--- config.mk ---
export PLATFORM = sky130hd
export DESIGN_NAME = perf_monitor
export DESIGN_NICKNAME = d
export VERILOG_FILES = /design/src/rtl/perf_pkg.sv /design/src/rtl/perf_counter_cell.sv /design/src/rtl/perf_monitor.sv
export SDC_FILE = /design/constraint.sdc
export NUM_CORES = 1
export LEC_CHECK = 0
export ABC_AREA = 1
export CAP_MARGIN = 20
export CORE_ASPECT_RATIO = 2
export CORE_UTILIZATION = 52
export CTS_CLUSTER_SIZE = 12
export DETAILED_ROUTE_END_ITERATION = 7
export GPL_ROUTABILITY_DRIVEN = 0
export GPL_TIMING_DRIVEN = 0
export PLACE_DENSITY = 0.8
export SYNTH_ARGS = -nofsm -noshare
export SYNTH_HDL_FRONTEND = slang
export SYNTH_HIERARCHICAL = 1
export SYNTH_SLANG_ARGS = --single-unit
--- constraint.sdc ---
create_clock -name clk -period 2.8 [get_ports clk]
set_input_delay 0.42 -clock clk [delete_from_list [all_inputs] [get_ports clk]]
set_output_delay 0.42 -clock clk [all_outputs]
set_load 0.005 [all_outputs]
--- src/rtl/perf_pkg.sv ---
// -----------------------------------------------------------------------------
// perf_pkg
// Shared definitions for the multi-channel performance monitor:
//   - perf_mode_e : counter overflow behaviour (wrap or saturate)
//   - default width constants used as parameter defaults
//   - perf_sel_width(): width of the read-select port (event shadows + cycle)
// -----------------------------------------------------------------------------
package perf_pkg;

  typedef enum logic {
    PERF_WRAP = 1'b0,
    PERF_SAT  = 1'b1
  } perf_mode_e;

  localparam int unsigned PERF_DEF_NUM_EVENTS    = 4;
  localparam int unsigned PERF_DEF_COUNTER_WIDTH = 32;
  localparam int unsigned PERF_DEF_INC_WIDTH     = 1;

  // One select code per event shadow plus one for the cycle shadow.
  function automatic int unsigned perf_sel_width(input int unsigned num_events);
    return $clog2(num_events + 1);
  endfunction

endpackage

--- src/rtl/perf_counter_cell.sv ---
// -----------------------------------------------------------------------------
// perf_counter_cell
// One live counter with a sticky overflow flag.
//   clk, rst_n : clock, asynchronous active-low reset
//   enable     : counting window; the counter advances only while high
//   clear      : synchronous clear of count and overflow (wins over enable)
//   inc        : increment added each enabled cycle (zero-extended)
//   count      : registered live count
//   overflow   : sticky, set on any carry out of the counter
// MODE selects wrap-around (low bits kept) or saturation at all-ones.
// -----------------------------------------------------------------------------
module perf_counter_cell
  import perf_pkg::*;
#(
  parameter int unsigned WIDTH     = PERF_DEF_COUNTER_WIDTH,
  parameter int unsigned INC_WIDTH = PERF_DEF_INC_WIDTH,
  parameter perf_mode_e  MODE      = PERF_WRAP
) (
  input  logic                 clk,
  input  logic                 rst_n,
  input  logic                 enable,
  input  logic                 clear,
  input  logic [INC_WIDTH-1:0] inc,
  output logic [WIDTH-1:0]     count,
  output logic                 overflow
);

  logic [WIDTH-1:0] count_q, count_d;
  logic             overflow_q, overflow_d;
  logic [WIDTH:0]   sum;

  // The extra top bit of sum is the carry out. A saturated counter stays at
  // all-ones without extra state: any nonzero increment carries again and a
  // zero increment leaves it unchanged.
  always_comb begin
    sum        = {1'b0, count_q} + {{(WIDTH + 1 - INC_WIDTH){1'b0}}, inc};
    count_d    = count_q;
    overflow_d = overflow_q;
    if (clear) begin
      count_d    = '0;
      overflow_d = 1'b0;
    end else if (enable) begin
      if (sum[WIDTH]) begin
        overflow_d = 1'b1;
        count_d    = (MODE == PERF_SAT) ? {WIDTH{1'b1}} : sum[WIDTH-1:0];
      end else begin
        count_d    = sum[WIDTH-1:0];
      end
    end
  end

  always_ff @(posedge clk or negedge rst_n) begin
    if (!rst_n) begin
      count_q    <= '0;
      overflow_q <= 1'b0;
    end else begin
      count_q    <= count_d;
      overflow_q <= overflow_d;
    end
  end

  assign count    = count_q;
  assign overflow = overflow_q;

endmodule

--- src/rtl/perf_monitor.sv ---
// -----------------------------------------------------------------------------
// perf_monitor
// NUM_EVENTS event counters plus an elapsed-cycle counter, gated by a counting
// window, with atomic snapshot into shadow registers and an indexed read port.
//   clk, rst_n    : clock, asynchronous active-low reset
//   enable        : counting window for event and cycle counters
//   clear         : synchronous clear of live counters and overflow flags
//   snapshot      : copy all live counters into the shadows
//   event_inc     : per-channel increments, channel i at [i*INC_WIDTH +: INC_WIDTH]
//   rd_en, rd_sel : read request; sel NUM_EVENTS reads the cycle shadow
//   rd_data       : registered read result (0 for out-of-range selects)
//   rd_valid      : registered, high the cycle after every rd_en
//   overflow      : sticky overflow per channel, bit NUM_EVENTS = cycle counter
//   snapshot_done : one-cycle pulse once the shadows hold the new snapshot
// -----------------------------------------------------------------------------
module perf_monitor
  import perf_pkg::*;
#(
  parameter int unsigned NUM_EVENTS    = PERF_DEF_NUM_EVENTS,
  parameter int unsigned COUNTER_WIDTH = PERF_DEF_COUNTER_WIDTH,
  parameter int unsigned INC_WIDTH     = PERF_DEF_INC_WIDTH,
  parameter perf_mode_e  MODE          = PERF_WRAP,
  localparam int unsigned SEL_WIDTH    = perf_sel_width(NUM_EVENTS)
) (
  input  logic                            clk,
  input  logic                            rst_n,
  input  logic                            enable,
  input  logic                            clear,
  input  logic                            snapshot,
  input  logic [NUM_EVENTS*INC_WIDTH-1:0] event_inc,
  input  logic                            rd_en,
  input  logic [SEL_WIDTH-1:0]            rd_sel,
  output logic [COUNTER_WIDTH-1:0]        rd_data,
  output logic                            rd_valid,
  output logic [NUM_EVENTS:0]             overflow,
  output logic                            snapshot_done
);

  localparam logic [SEL_WIDTH-1:0] MAX_SEL = SEL_WIDTH'(NUM_EVENTS);

  // Index NUM_EVENTS holds the cycle counter throughout.
  logic [COUNTER_WIDTH-1:0] live     [NUM_EVENTS+1];
  logic [COUNTER_WIDTH-1:0] shadow_q [NUM_EVENTS+1];
  logic [COUNTER_WIDTH-1:0] shadow_d [NUM_EVENTS+1];
  logic [COUNTER_WIDTH-1:0] rd_data_q, rd_data_d;
  logic                     rd_valid_q, rd_valid_d;
  logic                     snapshot_done_q, snapshot_done_d;

  for (genvar i = 0; i < NUM_EVENTS; i++) begin : g_event
    perf_counter_cell #(
      .WIDTH     (COUNTER_WIDTH),
      .INC_WIDTH (INC_WIDTH),
      .MODE      (MODE)
    ) u_cell (
      .clk      (clk),
      .rst_n    (rst_n),
      .enable   (enable),
      .clear    (clear),
      .inc      (event_inc[i*INC_WIDTH +: INC_WIDTH]),
      .count    (live[i]),
      .overflow (overflow[i])
    );
  end

  perf_counter_cell #(
    .WIDTH     (COUNTER_WIDTH),
    .INC_WIDTH (1),
    .MODE      (MODE)
  ) u_cycle (
    .clk      (clk),
    .rst_n    (rst_n),
    .enable   (enable),
    .clear    (clear),
    .inc      (1'b1),
    .count    (live[NUM_EVENTS]),
    .overflow (overflow[NUM_EVENTS])
  );

  // Shadows take the registered live values, so the increment landing on the
  // same edge is excluded and a simultaneous clear still yields the interval.
  // The read mux looks at shadow_q, so a read alongside a snapshot returns
  // the previous shadow contents.
  always_comb begin
    shadow_d        = shadow_q;
    snapshot_done_d = snapshot;
    rd_valid_d      = rd_en;
    rd_data_d       = '0;
    if (snapshot) begin
      shadow_d = live;
    end
    if (rd_en && (rd_sel <= MAX_SEL)) begin
      rd_data_d = shadow_q[rd_sel];
    end
  end

  always_ff @(posedge clk or negedge rst_n) begin
    if (!rst_n) begin
      for (int i = 0; i <= NUM_EVENTS; i++) begin
        shadow_q[i] <= '0;
      end
      rd_data_q       <= '0;
      rd_valid_q      <= 1'b0;
      snapshot_done_q <= 1'b0;
    end else begin
      shadow_q        <= shadow_d;
      rd_data_q       <= rd_data_d;
      rd_valid_q      <= rd_valid_d;
      snapshot_done_q <= snapshot_done_d;
    end
  end

  assign rd_data       = rd_data_q;
  assign rd_valid      = rd_valid_q;
  assign snapshot_done = snapshot_done_q;

endmodule

### Word-level counts from Yosys, hierarchy flattened

Index checks and enable logic that the tools add are counted.

| storage, ports and cells | value |
|---|---|
| register bits | 359 |
| output and inout bits | 39 |

| operators by class | value |
|---|---|
| add/subtract/negate cells | 5 |
| order comparisons | 2 |
| muxes and demuxes | 29 |
| bitwise logic cells | 1 |
| reduce and logical (&&, ||, !) cells | 12 |

Operators by type and width:

| cell | number |
|---|---|
| $mux 32 | 13 |
| $add 32x1->33 | 4 |
| $bmux 32 s3 | 1 |
| $add 32x1->33 const B | 1 |
| $mux 1 | 15 |
| $reduce_bool 2->1 | 6 |
| $reduce_and 2->1 | 5 |
| $ge 4x4->1 const B | 1 |
| $not 3->4 | 1 |
| $le 3x3->1 const B | 1 |
| $logic_and 1x1->1 | 1 |

### Longest topological paths before layout

| depth | value |
|---|---|
| depth in word-level cells | 5 |
| depth in mapped cells | 10 |
| mapped depth without buffers | 10 |

### By module

Netlist, hierarchy kept.

By module, submodules not included:

| module | instances | cells each | area each (um^2) | seq. area each (um^2) |
|---|---|---|---|---|
| perf_monitor | 1 | 798 | 8508.2 | 4854.7 |
| perf_counter_cell (g_event[0].u_cell ...) | 4 | 282 | 1979.4 | 825.8 |
| perf_counter_cell (g_event[2].u_cell) | 1 | 297 | 2025.7 | 825.8 |

### Least setup slack after synthesis

OpenSTA, ideal clock, no wires.

| timing path | value |
|---|---|
| kind | in2reg |
| start | input port event_inc[2] |
| end | register g_event[2].u_cell.count_q[16] |
| library setup time | 120 ps |
| arrival | 1444 ps |
| required time | 2680 ps |
| slack | 1237 ps |
| stages on the path | 8 |
| cells stage by stage | ha_1 > ha_1 > nand3_1 > nor2_4 > nand3_1 > nor2_2 > nand2_1 > and3_1 |

| between the ends | value |
|---|---|
| cells in the longest elaborated chain, start to end | 3 |

RTL lines:

| element | RTL line | source |
|---|---|---|
| start: declaration | perf_monitor.sv:30 | `input logic [NUM_EVENTS*INC_WIDTH-1:0] event_inc,` |
| $add 32x1->33 | perf_counter_cell.sv:36 | `sum = {1'b0, count_q} + {{(WIDTH + 1 - INC_WIDTH){1'b0}}, inc};` |
| $mux 32 | perf_counter_cell.sv:42 | `end else if (enable) begin` |
| $mux 32 | perf_counter_cell.sv:39 | `if (clear) begin` |
| end signal: assignment | perf_counter_cell.sv:57 | `count_q <= count_d;` |
| end: declaration | perf_counter_cell.sv:28 | `logic [WIDTH-1:0] count_q, count_d;` |

No other way between the ends. The select of a mux whose other input is x is not followed.
A chain may end at the register's enable or synchronous reset.

### Worst setup path after layout

| timing path | value |
|---|---|
| start | register g_event[1].u_cell.count_q[0] |
| end | register g_event[1].u_cell.overflow_q |

| between the ends | value |
|---|---|
| cells in the longest elaborated chain, start to end | 3 |

RTL lines:

| element | RTL line | source |
|---|---|---|
| start: declaration | perf_counter_cell.sv:28 |  |
| start signal: assignment | perf_counter_cell.sv:57 |  |
| $add 32x1->33 | perf_counter_cell.sv:36 |  |
| $reduce_bool 2->1 (no line) | - |  |
| $reduce_and 2->1 (no line) | - |  |
| end signal: assignment | perf_counter_cell.sv:58 | `overflow_q <= overflow_d;` |
| end: declaration | perf_counter_cell.sv:29 | `logic overflow_q, overflow_d;` |

No other way between the ends.

==> impl_metrics.env <==
export IMPL_crit_chain="ha_1, ha_1, nand2_2, nor2_2, nand2_1, nor2_1, nand4_1, a21oi_1"
export IMPL_synth_fa_ha_area_frac=0.00678
export IMPL_finalSetupViolCount=0
export IMPL_synth_area_um2=18500
export IMPL_fin_util=0.588
export IMPL_finalNetCount=2338
export IMPL_area_delta_synth_final_pct=11.4
export IMPL_cp_max_fo=3
export IMPL_yosysWarnings=6
export IMPL_antenna_found_initial=0
export IMPL_setup_tns_ps=0
export IMPL_avgSynthCellArea_um2=8.30
export IMPL_syn_inst=2223
export IMPL_start_util=0.528
export IMPL_diodes=0
export IMPL_critical_path_required_ps=3240
export IMPL_cts_made_buffers=36
export IMPL_cts_root_buffer="clkbuf_16"
export IMPL_synth_mux_area_frac=0.0806
export IMPL_dieHeight_um=268
export IMPL_synth_top_cell_area_share=0.487
export IMPL_grt_pass1_wl_um=84700
export IMPL_crit_slowest_cell="dfrtp_1"
export IMPL_synth_top_family_by_area="simple AND/OR/NAND/NOR gates"
export IMPL_io_pins=52
export IMPL_ctsHtreeMaxLevel=2
export IMPL_ys_flop_type="dfrtp_1"
export IMPL_period_minus_slack_ps=2150
export IMPL_worst_slew_pin_slew_ps=858
export IMPL_fp_coreArea_um2=35000
export IMPL_path_common_cell="ha_1"
export IMPL_slew_headroom=0.428
export IMPL_path_buf_inv=0
export IMPL_via_count=15933
export IMPL_crit_family="simple AND/OR/NAND/NOR gates"
export IMPL_maxSlewViolCount=0
export IMPL_yosys_cell_types_count=32
export IMPL_yosysTopAreaCell="dfrtp_1"
export IMPL_irDropWorstVdd_v=0.000386
export IMPL_max_freq_ghz=0.465
export IMPL_post_route_drc_count=0
export IMPL_worst_setup_path_end_kind="flop"
export IMPL_cts_clk_slew_worst_paths_ps=60
export IMPL_crit_type="reg2reg"
export IMPL_wl_um=54000
export IMPL_rows=97
export IMPL_synth_common_cells="nand2_1, dfrtp_1, nor2_1"
export IMPL_clkSinkCount=359
export IMPL_post_cts_buffers=0
export IMPL_synth_seq_cells=359
export IMPL_finalPower_mw=10.3
export IMPL_drt_iter0_drc=1117
export IMPL_cts_buffer_depth=3
export IMPL_synth_nets=2246
export IMPL_hold_class="in2reg"
export IMPL_ant_nets=0
export IMPL_via_per_inst=5.77
export IMPL_tritoncts="built"
export IMPL_insertion_delay_ps=530
export IMPL_rsz0062_at_grt="no"
export IMPL_period_share=0.767
export IMPL_grt_usage=0.310
export IMPL_pwr_density_cell_nw_per_um2=500
export IMPL_cap_violations=0
export IMPL_slowest_delay_ps=390
export IMPL_drive_gt1_frac=0.147
export IMPL_synth_xor_area_share=0
export IMPL_ys_seq_area_frac=0.487
export IMPL_firstDrtPassIters=5
export IMPL_synth_most_common_cell="nand2_1"
export IMPL_port_buffers=50
export IMPL_place_hpwl_um=40300
export IMPL_drt_wirelength_per_cell_um=19.5
export IMPL_die_x_um=135
export IMPL_hold_viol=0
export IMPL_fill_cells=2981
export IMPL_async_flop_share=1.00
export IMPL_grt_max_degree=126
export IMPL_clock_skew_ps=13.3
export IMPL_gr_total_overflow=0
export IMPL_synth_simple_area_share=0.293
export IMPL_die_area_um2=36300
export IMPL_start_kind="flop"
export IMPL_critPathArrivalTime_ps=2590
export IMPL_grt_pass1_vias=16129
export IMPL_power_leakage_nw=9.66
export IMPL_synth_edf_count=0
export IMPL_holdWs_ps=315
export IMPL_synth_compound_area_frac=0.0694
export IMPL_synth_area_leaders="dfrtp_1, nand2_1, mux2_2"
export IMPL_status="finished clean"
registers in the layout, summed over array words and instances, names as in the netlist:
name / cells
g_event.u_cell/count: 128
u_cycle/count: 32
shadow_q: 160
g_event.u_cell/overflow: 4
rd_data: 32
rd_valid: 1
u_cycle/overflow: 1
snapshot_done: 1
repair_timing:
item                      CTS  global route
hold buffers                1             0
hold endpoints to repair   22             0
gates resized for setup     0             0
path summary, 6_finish.rpt:
check                                            from                          to  slack, ps  depth (start not counted)
hold reg to reg                         shadow_q[143]               shadow_q[143]        510                          1
hold / removal                                  clear            u_cycle/overflow        310                          2
min in group asynchronous                       rst_n           u_cycle/count[18]        540                          2
setup reg to reg           g_event[1].u_cell/count[0]  g_event[1].u_cell/overflow        650                          8
setup / recovery           g_event[1].u_cell/count[0]  g_event[1].u_cell/overflow        650                          8
max in group asynchronous                       rst_n  g_event[1].u_cell/count[3]       1140                          3
cell type report:
| cell class | instances | area, µm² | share of cell area |
|---|---|---|---|
| clock inverter | 1 | 8.76 | 0.000426 |
| tap | 445 | 557 | 0.0271 |
| clock buffer | 40 | 957 | 0.0466 |
| inverter | 186 | 698 | 0.0340 |
| multi-input combinational | 1610 | 8310 | 0.404 |
| buffer | 68 | 458 | 0.0223 |
| sequential | 359 | 8980 | 0.437 |
| timing repair buffer | 54 | 581 | 0.0282 |
power breakdown:
part,total (mW),internal (mW),switching (mW)
registers,5.26,5.23,0.0304
logic,0.675,0.218,0.457
clock network,4.35,2.40,1.95
total,10.3,7.84,2.44
logic make-up (layout without fill, tap and decap cells):
family / count (synthesis) / after routing
simple gates: 1223 / 1223
flops: 359 / 359
other cells: 1 / 1
compound gates: 244 / 244
mux: 132 / 132
fa+ha+maj: 10 / 10
buf+inv: 254 / 349
cells in the final DEF, fill, tap and decap left out, types with 2 or more instances in the layout:
cell type	instances
buf_16	2
nand4_1	20
nand2_2	19
nor2_8	6
nor2_4	24
nand3b_1	9
a21oi_2	9
nor3_1	16
o21ai_1	4
and3_1	5
buf_6	21
nand3_1	191
clkbuf_1	14
clkbuf_8	2
clkinv_1	2
ha_1	10
and2_1	5
nand3_2	5
clkdlybuf4s50_1	47
nor2_2	25
nand2_1	599
buf_2	35
dfrtp_1	359
inv_1	171
o21ai_0	89
nand2_4	5
a21oi_1	132
inv_2	13
mux2_2	132
o21bai_1	5
clkbuf_16	37
nor2_1	294
a211oi_1	4
worst register-to-register path, stage by stage (launching register included):
cell and delay, ps:
dfrtp_1 390, ha_1 220, ha_1 220, nand2_2 90
nor2_2 160, nand2_1 130, nor2_1 320, nand4_1 330
a21oi_1 220
per-stage QoR:
stage | setup WS [ps] | area, µm² | cells
after floorplan | 1240 | 18500 | 2223
after global placement | -13830 | 19500 | 2718
after detailed placement | 261 | 19600 | 2721
after CTS | 732 | 20600 | 2763
after global routing | 543 | 20600 | 2763
final | 651 | 20600 | 2763
routing by layer:
metal | routed length, µm | global-route usage | part of all wire
met5 | 0 | 0 | 0
met4 | 5800 | 0.297 | 0.11
met3 | 2640 | 0.0475 | 0.049
met2 | 27900 | 0.554 | 0.52
met1 | 17700 | 0.299 | 0.33
(Power assumes the default switching activity.)
